`config.mk`:
```
export PLATFORM = sky130hd
export DESIGN_NAME = freq_ascii_formatter
export DESIGN_NICKNAME = d
export VERILOG_FILES = /design/src/rtl/freq_ascii_formatter.sv
export SDC_FILE = /design/constraint.sdc
export NUM_CORES = 1
export LEC_CHECK = 0
export BUFFER_PORTS_ARGS = -buffer_cell sky130_fd_sc_hd__buf_2
export CORE_ASPECT_RATIO = 0.5
export CORE_MARGIN = 4
export CORE_UTILIZATION = 64
export DETAILED_ROUTE_END_ITERATION = 10
export HOLD_SLACK_MARGIN = 0.1
export PLACE_DENSITY = 0.85
export REMOVE_ABC_BUFFERS = 1
export SETUP_SLACK_MARGIN = 0.2
export SYNTH_ARGS = -nofsm -noshare
export SYNTH_HDL_FRONTEND = slang
export SYNTH_SLANG_ARGS = --single-unit
```
`constraint.sdc`:
```
create_clock -name clk_i -period 4.1 [get_ports clk_i]
set_input_delay 0.615 -clock clk_i [delete_from_list [all_inputs] [get_ports clk_i]]
set_output_delay 0.615 -clock clk_i [all_outputs]
set_load 0.02 [all_outputs]
```
`src/rtl/freq_ascii_formatter.sv`:
```
// Binary count -> sequential double-dabble -> ASCII decimal line ("<digits>\r\n") on a valid/ready byte port.
// First byte 33 edges after capture (default width); bytes hold under tx_ready_i=0, strobes outside IDLE are dropped.
module freq_ascii_formatter #(
   parameter int COUNT_WIDTH = 32,
   parameter int DIGITS      = 10
) (
   input  logic                   clk_i,
   input  logic                   rst_i,
   input  logic [COUNT_WIDTH-1:0] count_i,
   input  logic                   count_valid_i,
   output logic                   busy_o,
   output logic                   drop_o,
   output logic [7:0]             tx_data_o,
   output logic                   tx_valid_o,
   input  logic                   tx_ready_i
);

   localparam int CW = $clog2(COUNT_WIDTH + 1);
   localparam int IW = (DIGITS > 1) ? $clog2(DIGITS) : 1;
   localparam int BW = 4 * DIGITS;

   typedef enum logic [2:0] {
      IDLE,
      CONVERT,
      LOCATE,
      SEND_DIGIT,
      SEND_CR,
      SEND_LF
   } state_t;

   state_t                 state;
   state_t                 state_nxt;
   logic [COUNT_WIDTH-1:0] shift;
   logic [BW-1:0]          bcd;
   logic [BW-1:0]          bcd_adj;
   logic [CW-1:0]          cycle_cnt;
   logic [IW-1:0]          idx;
   logic [IW-1:0]          msd;
   logic [3:0]             digit;

   // Add-3 correction applied to every nibble before each shift.
   always_comb begin
      bcd_adj = bcd;
      for (int i = 0; i < DIGITS; i++) begin
         if (bcd[4*i +: 4] >= 4'd5) begin
            bcd_adj[4*i +: 4] = bcd[4*i +: 4] + 4'd3;
         end
      end
   end

   // Highest nonzero nibble wins; all-zero leaves index 0 so "0" is printed.
   always_comb begin
      msd = '0;
      for (int i = 0; i < DIGITS; i++) begin
         if (bcd[4*i +: 4] != 4'd0) begin
            msd = IW'(i);
         end
      end
   end

   always_comb begin
      digit = 4'd0;
      for (int i = 0; i < DIGITS; i++) begin
         if (idx == IW'(i)) begin
            digit = bcd[4*i +: 4];
         end
      end
   end

   always_ff @(posedge clk_i) begin
      if (!rst_i) begin
         state <= IDLE;
      end else begin
         state <= state_nxt;
      end
   end

   always_comb begin
      state_nxt  = state;
      tx_valid_o = 1'b0;
      tx_data_o  = 8'h00;
      busy_o     = (state != IDLE);
      case (state)
         IDLE: begin
            if (count_valid_i) begin
               state_nxt = CONVERT;
            end
         end
         CONVERT: begin
            if (cycle_cnt == CW'(COUNT_WIDTH - 1)) begin
               state_nxt = LOCATE;
            end
         end
         LOCATE: begin
            state_nxt = SEND_DIGIT;
         end
         SEND_DIGIT: begin
            tx_valid_o = 1'b1;
            tx_data_o  = 8'h30 + {4'h0, digit};
            if (tx_ready_i && (idx == '0)) begin
               state_nxt = SEND_CR;
            end
         end
         SEND_CR: begin
            tx_valid_o = 1'b1;
            tx_data_o  = 8'h0D;
            if (tx_ready_i) begin
               state_nxt = SEND_LF;
            end
         end
         SEND_LF: begin
            tx_valid_o = 1'b1;
            tx_data_o  = 8'h0A;
            if (tx_ready_i) begin
               state_nxt = IDLE;
            end
         end
         default: begin
            state_nxt = IDLE;
         end
      endcase
   end

   always_ff @(posedge clk_i) begin
      if (!rst_i) begin
         shift     <= '0;
         bcd       <= '0;
         cycle_cnt <= '0;
         idx       <= '0;
         drop_o    <= 1'b0;
      end else begin
         drop_o <= count_valid_i && (state != IDLE);
         case (state)
            IDLE: begin
               if (count_valid_i) begin
                  shift     <= count_i;
                  bcd       <= '0;
                  cycle_cnt <= '0;
               end
            end
            CONVERT: begin
               {bcd, shift} <= {bcd_adj[BW-2:0], shift, 1'b0};
               cycle_cnt    <= cycle_cnt + CW'(1);
            end
            LOCATE: begin
               idx <= msd;
            end
            SEND_DIGIT: begin
               if (tx_ready_i && (idx != '0)) begin
                  idx <= idx - IW'(1);
               end
            end
            default: begin
            end
         endcase
      end
   end

endmodule

```
After elaboration in Yosys (flattened, before gate mapping)
Cells that the tools add are included.
- add/sub/neg operators: 13
- div/mod/pow operators: 0
- shifts and indexed selects: 0
- bitwise operators: 0
- magnitude comparators: 10
- multipliers: 0
- equal/unequal tests: 21
- reductions and logical operators: 22
- multiplexer cells: 45
- operators with widths (cell ; count):
    $mux W4 ; 28
    $pmux W40 S2 ; 1
    $pmux W32 S2 ; 1
    $ge A4 B3 Y1 const B ; 10
    $mux W40 ; 1
    $reduce_bool A4 Y1 ; 10
    $add A4 B2 Y4 const B ; 9
    $mux W32 ; 1
    $pmux W7 S3 ; 1
    $mux W3 ; 6
    $pmux W3 S6 ; 1
    $eq A4 B3 Y1 const B ; 4
    $ne A2 B2 Y1 const B ; 6
    $pmux W6 S2 ; 1
    $eq A4 B2 Y1 const B ; 2
    $eq A4 B4 Y1 const B ; 2
    $pmux W4 S2 ; 1
    $add A6 B4 Y7 const A ; 1
    $add A6 B1 Y6 const B ; 1
    $eq A3 B2 Y1 const B ; 2
    $eq A3 B3 Y1 const B ; 2
    $eq A6 B5 Y1 const B ; 1
    $mux W6 ; 1
    $reduce_and A5 Y1 ; 1
    other kinds (12) ; 17
- bits of input ports: 36
- ROM bits: 0
- flip-flop bits (word level): 86
- RAM bits: 0
- bits in latches: 0
- memories kept: 0

Longest topological paths before layout
- word-level depth: 13
- depth in mapped cells: 9

Worst setup path after synthesis
Ideal clock, no wire load.
- kind: reg2out
- from: register idx[0]
- to: output port tx_data_o[3]
- stages on the path, launching flop included: 8
- path buffers: 1
- data arrival time: 1.843 ns
- slack: 1.642 ns
- cell sequence: dfxtp_1 inv_1 ha_1 clkbuf_1 a211oi_1 a31oi_1 a311oi_1 a2bb2oi_1
- longest elaborated chain between the ends: 13
- elaborated cells between the ends (all ways): 22
- ends and longest elaborated chain (item ; RTL line ; text):
    from (decl) ; 37 ; logic [IW-1:0] idx;
    from (signal assigned) ; 146 ; idx <= msd;
    from (signal assigned) ; 150 ; idx <= idx - IW'(1);
    $logic_not A4 Y1 ; 64 ; if (idx == IW'(i)) begin
    $mux W4 (9 in series) ; 64 ;
    $mux W4 (*) ; 64 ;
    $add A6 B4 Y7 (*) ; 99 ; tx_data_o = 8'h30 + {4'h0, digit};
    $pmux W7 S3 (*) ; 83 ; case (state)
    to (decl) ; 13 ; output logic [7:0] tx_data_o,
Every way passes the cells marked *; elsewhere a longest branch is shown, timed or not.

Worst setup path after layout
- from: register idx[1]
- to: output port tx_data_o[2]
Same word-level chain as after synthesis.

==> flow_summary.toml <==
[routing]
drt_wl_cell_um = 15.72
met2_wirelength_um = 5324
first_pass_iters = 6
top_signal_layer_used = "met4"
drcViolationCount = 0
route.layer.met1.wl_um = 5388
vias_per_cell = 6.180
first_iter_violations = 507
wl_met3_um = 1009
detail-route-antenna-nets = 0
wirelength_um = 11890
route.vias.total = 4672

[timing]
hold_ws_ns = 0.4549
min_period_ns = 3.053
timing.setup.tns_ns = 0
timing_hold_violations_final = 0
tightest_slew_ns = 1.113
rsz_0062_raised_after_global_routing = "false"
slew-limit-headroom = 0.2551
timing.fmax_mhz = 327.5
worst_setup_skew_after_layout_ns = 0.003789
setup_viol = 0
post-route-period-util = 0.7446
report.final.slew_viol_count = 0

[worst_setup_path]
crit_required_ns = 3.48
timing.critical_path.fanout_max = 21
worstSetupPathType = "reg -> out"
cpLargestDelayFamily = "simple AND/OR/NAND/NOR gates"
end_kind = "output pin"
timing.critical_path.slowest_stage_cell = "sky130_fd_sc_hd__ha_1"
path_cells = "inv_1, ha_1, nand3b_1, a311oi_1, a31oi_1, nor3_1, or3_1, buf_2"
worstPathArrival_ns = 2.44
crit_path_max_incr_delay_ns = 0.55
critical_path_buf_inv_count = 2
ff2ff_setup_slack_ns = 1.35
start_kind = "flip-flop"

[die]
start_util = 0.6671
die-area_sq_um = 9273
num_rows = 22
die-height_um = 70.12
io_pins = 47
chipWidth_um = 132.2
core_sq_um = 7405

[clocking]
cts.sink_count = 86
tritoncts = "yes"
cts_root_buffer = "sky130_fd_sc_hd__clkbuf_16"
clk_transition_reported_paths_ns = 0.06
post_cts_resized = 0
worst_skew_late_latency_ns = 0.34
post-cts-setup-buffer-count = 0
clock_path_buffers = 2
cts_max_level = 3
number_of_hold_buffers_added_after_cts = 0
cts_made_buffers = 9

[power_and_ir_drop]
power_per_cell_area_nw_per_um2 = 334.0
irDropWorstVdd_v = 0.0002833
cellLeakagePower_nw = 2.008

[synthesis]
postSynthCellCount = 643
synth_edf_count = 0
ys_seq_elements = 86
count_of_unique_library_cells_instantiated_by_yosys = 55
post_synth_instance_area_sq_um = 4940
synth_top_area_frac = 0.3485
postSynth.asyncResetShare = 0
synthesis.area_per_instance_sq_um = 7.682
yosysSeqAreaShare = 0.3485
synth_warnings = 0
synth.top_cells.by_area = "sky130_fd_sc_hd__dfxtp_1 35%, sky130_fd_sc_hd__nor2_1 6.8%, sky130_fd_sc_hd__ha_1 6.3%"
synth_largest_area_cell = "sky130_fd_sc_hd__dfxtp_1"
synth_top_flop_cell = "sky130_fd_sc_hd__dfxtp_1"

[global_routing]
grt_first_pass_wirelength_um = 19690
grt_use_total = 0.2569
antenna_violations_before_repair = 0
grt_max_degree = 96
globalRoute.totalOverflow = 0
grt_pass1_vias = 4086

[outcome]
outcome = "finished, final reports clean"

[flow_run]
cap_viol_max_count = 0

[placed_design]
count_of_port_buffers_added_during_placement = 44
dp_cells = 742
placed_wire_length_estimate_um = 7659
globalplace.congestion = 0.9520

[layout]
drive_above_1_share = 0.1152
finish.net_count = 718
finalNonFillerCells = 756
flow.area_growth_from_synthesis_pct = 8.663
insertedDiodeCount = 0

[min_path]
worstHoldPathType = "reg -> reg"
==> synth_stat cells, drive strengths merged, types with 3 or more instances <==
| library cell | number |
|---|---|
| a211oi | 3 |
| a21oi | 55 |
| a22oi | 4 |
| a311oi | 4 |
| a31oi | 13 |
| a32oi | 4 |
| and2 | 10 |
| buf | 24 |
| clkbuf | 24 |
| dfxtp | 86 |
| ha | 25 |
| inv | 29 |
| mux2 | 10 |
| nand2 | 46 |
| nand2b | 14 |
| nand3 | 39 |
| nand3b | 3 |
| nor2 | 90 |
| nor2b | 5 |
| nor3 | 24 |
| nor3b | 7 |
| o21ai | 44 |
| o221ai | 28 |
| o32ai | 3 |
| or3 | 4 |
| xnor2 | 11 |
| xor2 | 8 |
==> cell families (layout without fill, tap and decap cells) <==
logic type | Yosys count | after routing | share of synthesized area
AOI/OAI and AO/OA | 173 | 173 | 0.2219
xor gates and xnor gates | 19 | 19 | 0.03369
adders and majority gates | 25 | 25 | 0.06332
buffers and inverters | 78 | 94 | 0.06915
DFF | 86 | 86 | 0.3485
muxes | 11 | 11 | 0.02482
other | 1 | 2 | 0.0007591
and+or+nand+nor | 250 | 250 | 0.2378
==> cell type report <==
cell class	instances	area, sq um
Clock buffer	11	242.7
Clock inverter	3	22.52
Fill cell	606	2037
Inverter	30	112.6
Multi-Input combinational cell	480	2883
Sequential cell	86	1722
Tap cell	96	120.1
Timing Repair Buffer	50	265.3
==> cells in the final DEF (no fill, tap or decap), types with 5 or more instances in the layout <==
cell	count
sky130_fd_sc_hd__xnor2_1	11
sky130_fd_sc_hd__nand3_1	39
sky130_fd_sc_hd__nand2b_1	14
sky130_fd_sc_hd__buf_4	6
sky130_fd_sc_hd__dfxtp_1	86
sky130_fd_sc_hd__xor2_1	8
sky130_fd_sc_hd__nor2_1	89
sky130_fd_sc_hd__nand2_1	46
sky130_fd_sc_hd__o221ai_1	28
sky130_fd_sc_hd__a31oi_1	13
sky130_fd_sc_hd__inv_1	29
sky130_fd_sc_hd__nor2b_1	5
sky130_fd_sc_hd__and2_1	10
sky130_fd_sc_hd__ha_1	25
sky130_fd_sc_hd__clkbuf_16	9
sky130_fd_sc_hd__nor3_1	24
sky130_fd_sc_hd__o21ai_0	42
sky130_fd_sc_hd__nor3b_1	7
sky130_fd_sc_hd__mux2_2	9
sky130_fd_sc_hd__buf_2	44
sky130_fd_sc_hd__a21oi_1	55
==> registers in the layout (all words and copies together), names as in the netlist <==
| name | flops |
|---|---|
| state | 3 |
| bcd | 40 |
| cycle_cnt | 6 |
| drop_o | 1 |
| shift | 32 |
| idx | 4 |
==> per-layer routing <==
metal  track usage  vias up
li1              -     2285
met1        0.3578     2187
met2        0.3922      183
met3       0.05899       17
met4       0.08986        0
met5             0        -
==> report_power, final <==
| part | total (W) | switching (W) | internal, W |
|---|---|---|---|
| Combinational | 0.000157 | 0.000105 | 0.0000521 |
| Clock | 0.000748 | 0.000328 | 0.000420 |
| Sequential | 0.000887 | 0.0000191 | 0.000868 |
| Total | 0.00179 | 0.000452 | 0.00134 |
==> path summary, 6_finish.rpt <==
check        cells past startpoint           end  startpoint
max                              8  tx_data_o[2]      idx[1]
min                              2        bcd[0]   shift[31]
max reg2reg                      5      shift[8]    state[0]
min reg2reg                      2        bcd[0]   shift[31]
==> per-stage QoR <==
stage / setup WS [ns] / total power, W / area [sq um] / util
after global placement: 1.391 / 0.001056 / 5102 / 0.6891
after detailed placement: 1.386 / 0.001060 / 5102 / 0.6891
after global routing: 0.8711 / 0.001865 / 5368 / 0.7249
after floorplan: 0.6389 / 0.0009950 / 4715 / -
final: 1.047 / 0.001793 / 5368 / 0.7249
after CTS: 1.071 / 0.001802 / 5368 / 0.7249
==> worst min-delay path: stages (launching register included) <==
cell	delay (ns)
sky130_fd_sc_hd__dfxtp_1	0.31
sky130_fd_sc_hd__nand2_1	0.05
sky130_fd_sc_hd__a21oi_1	0.05
Power figures use the tool's default switching activity.
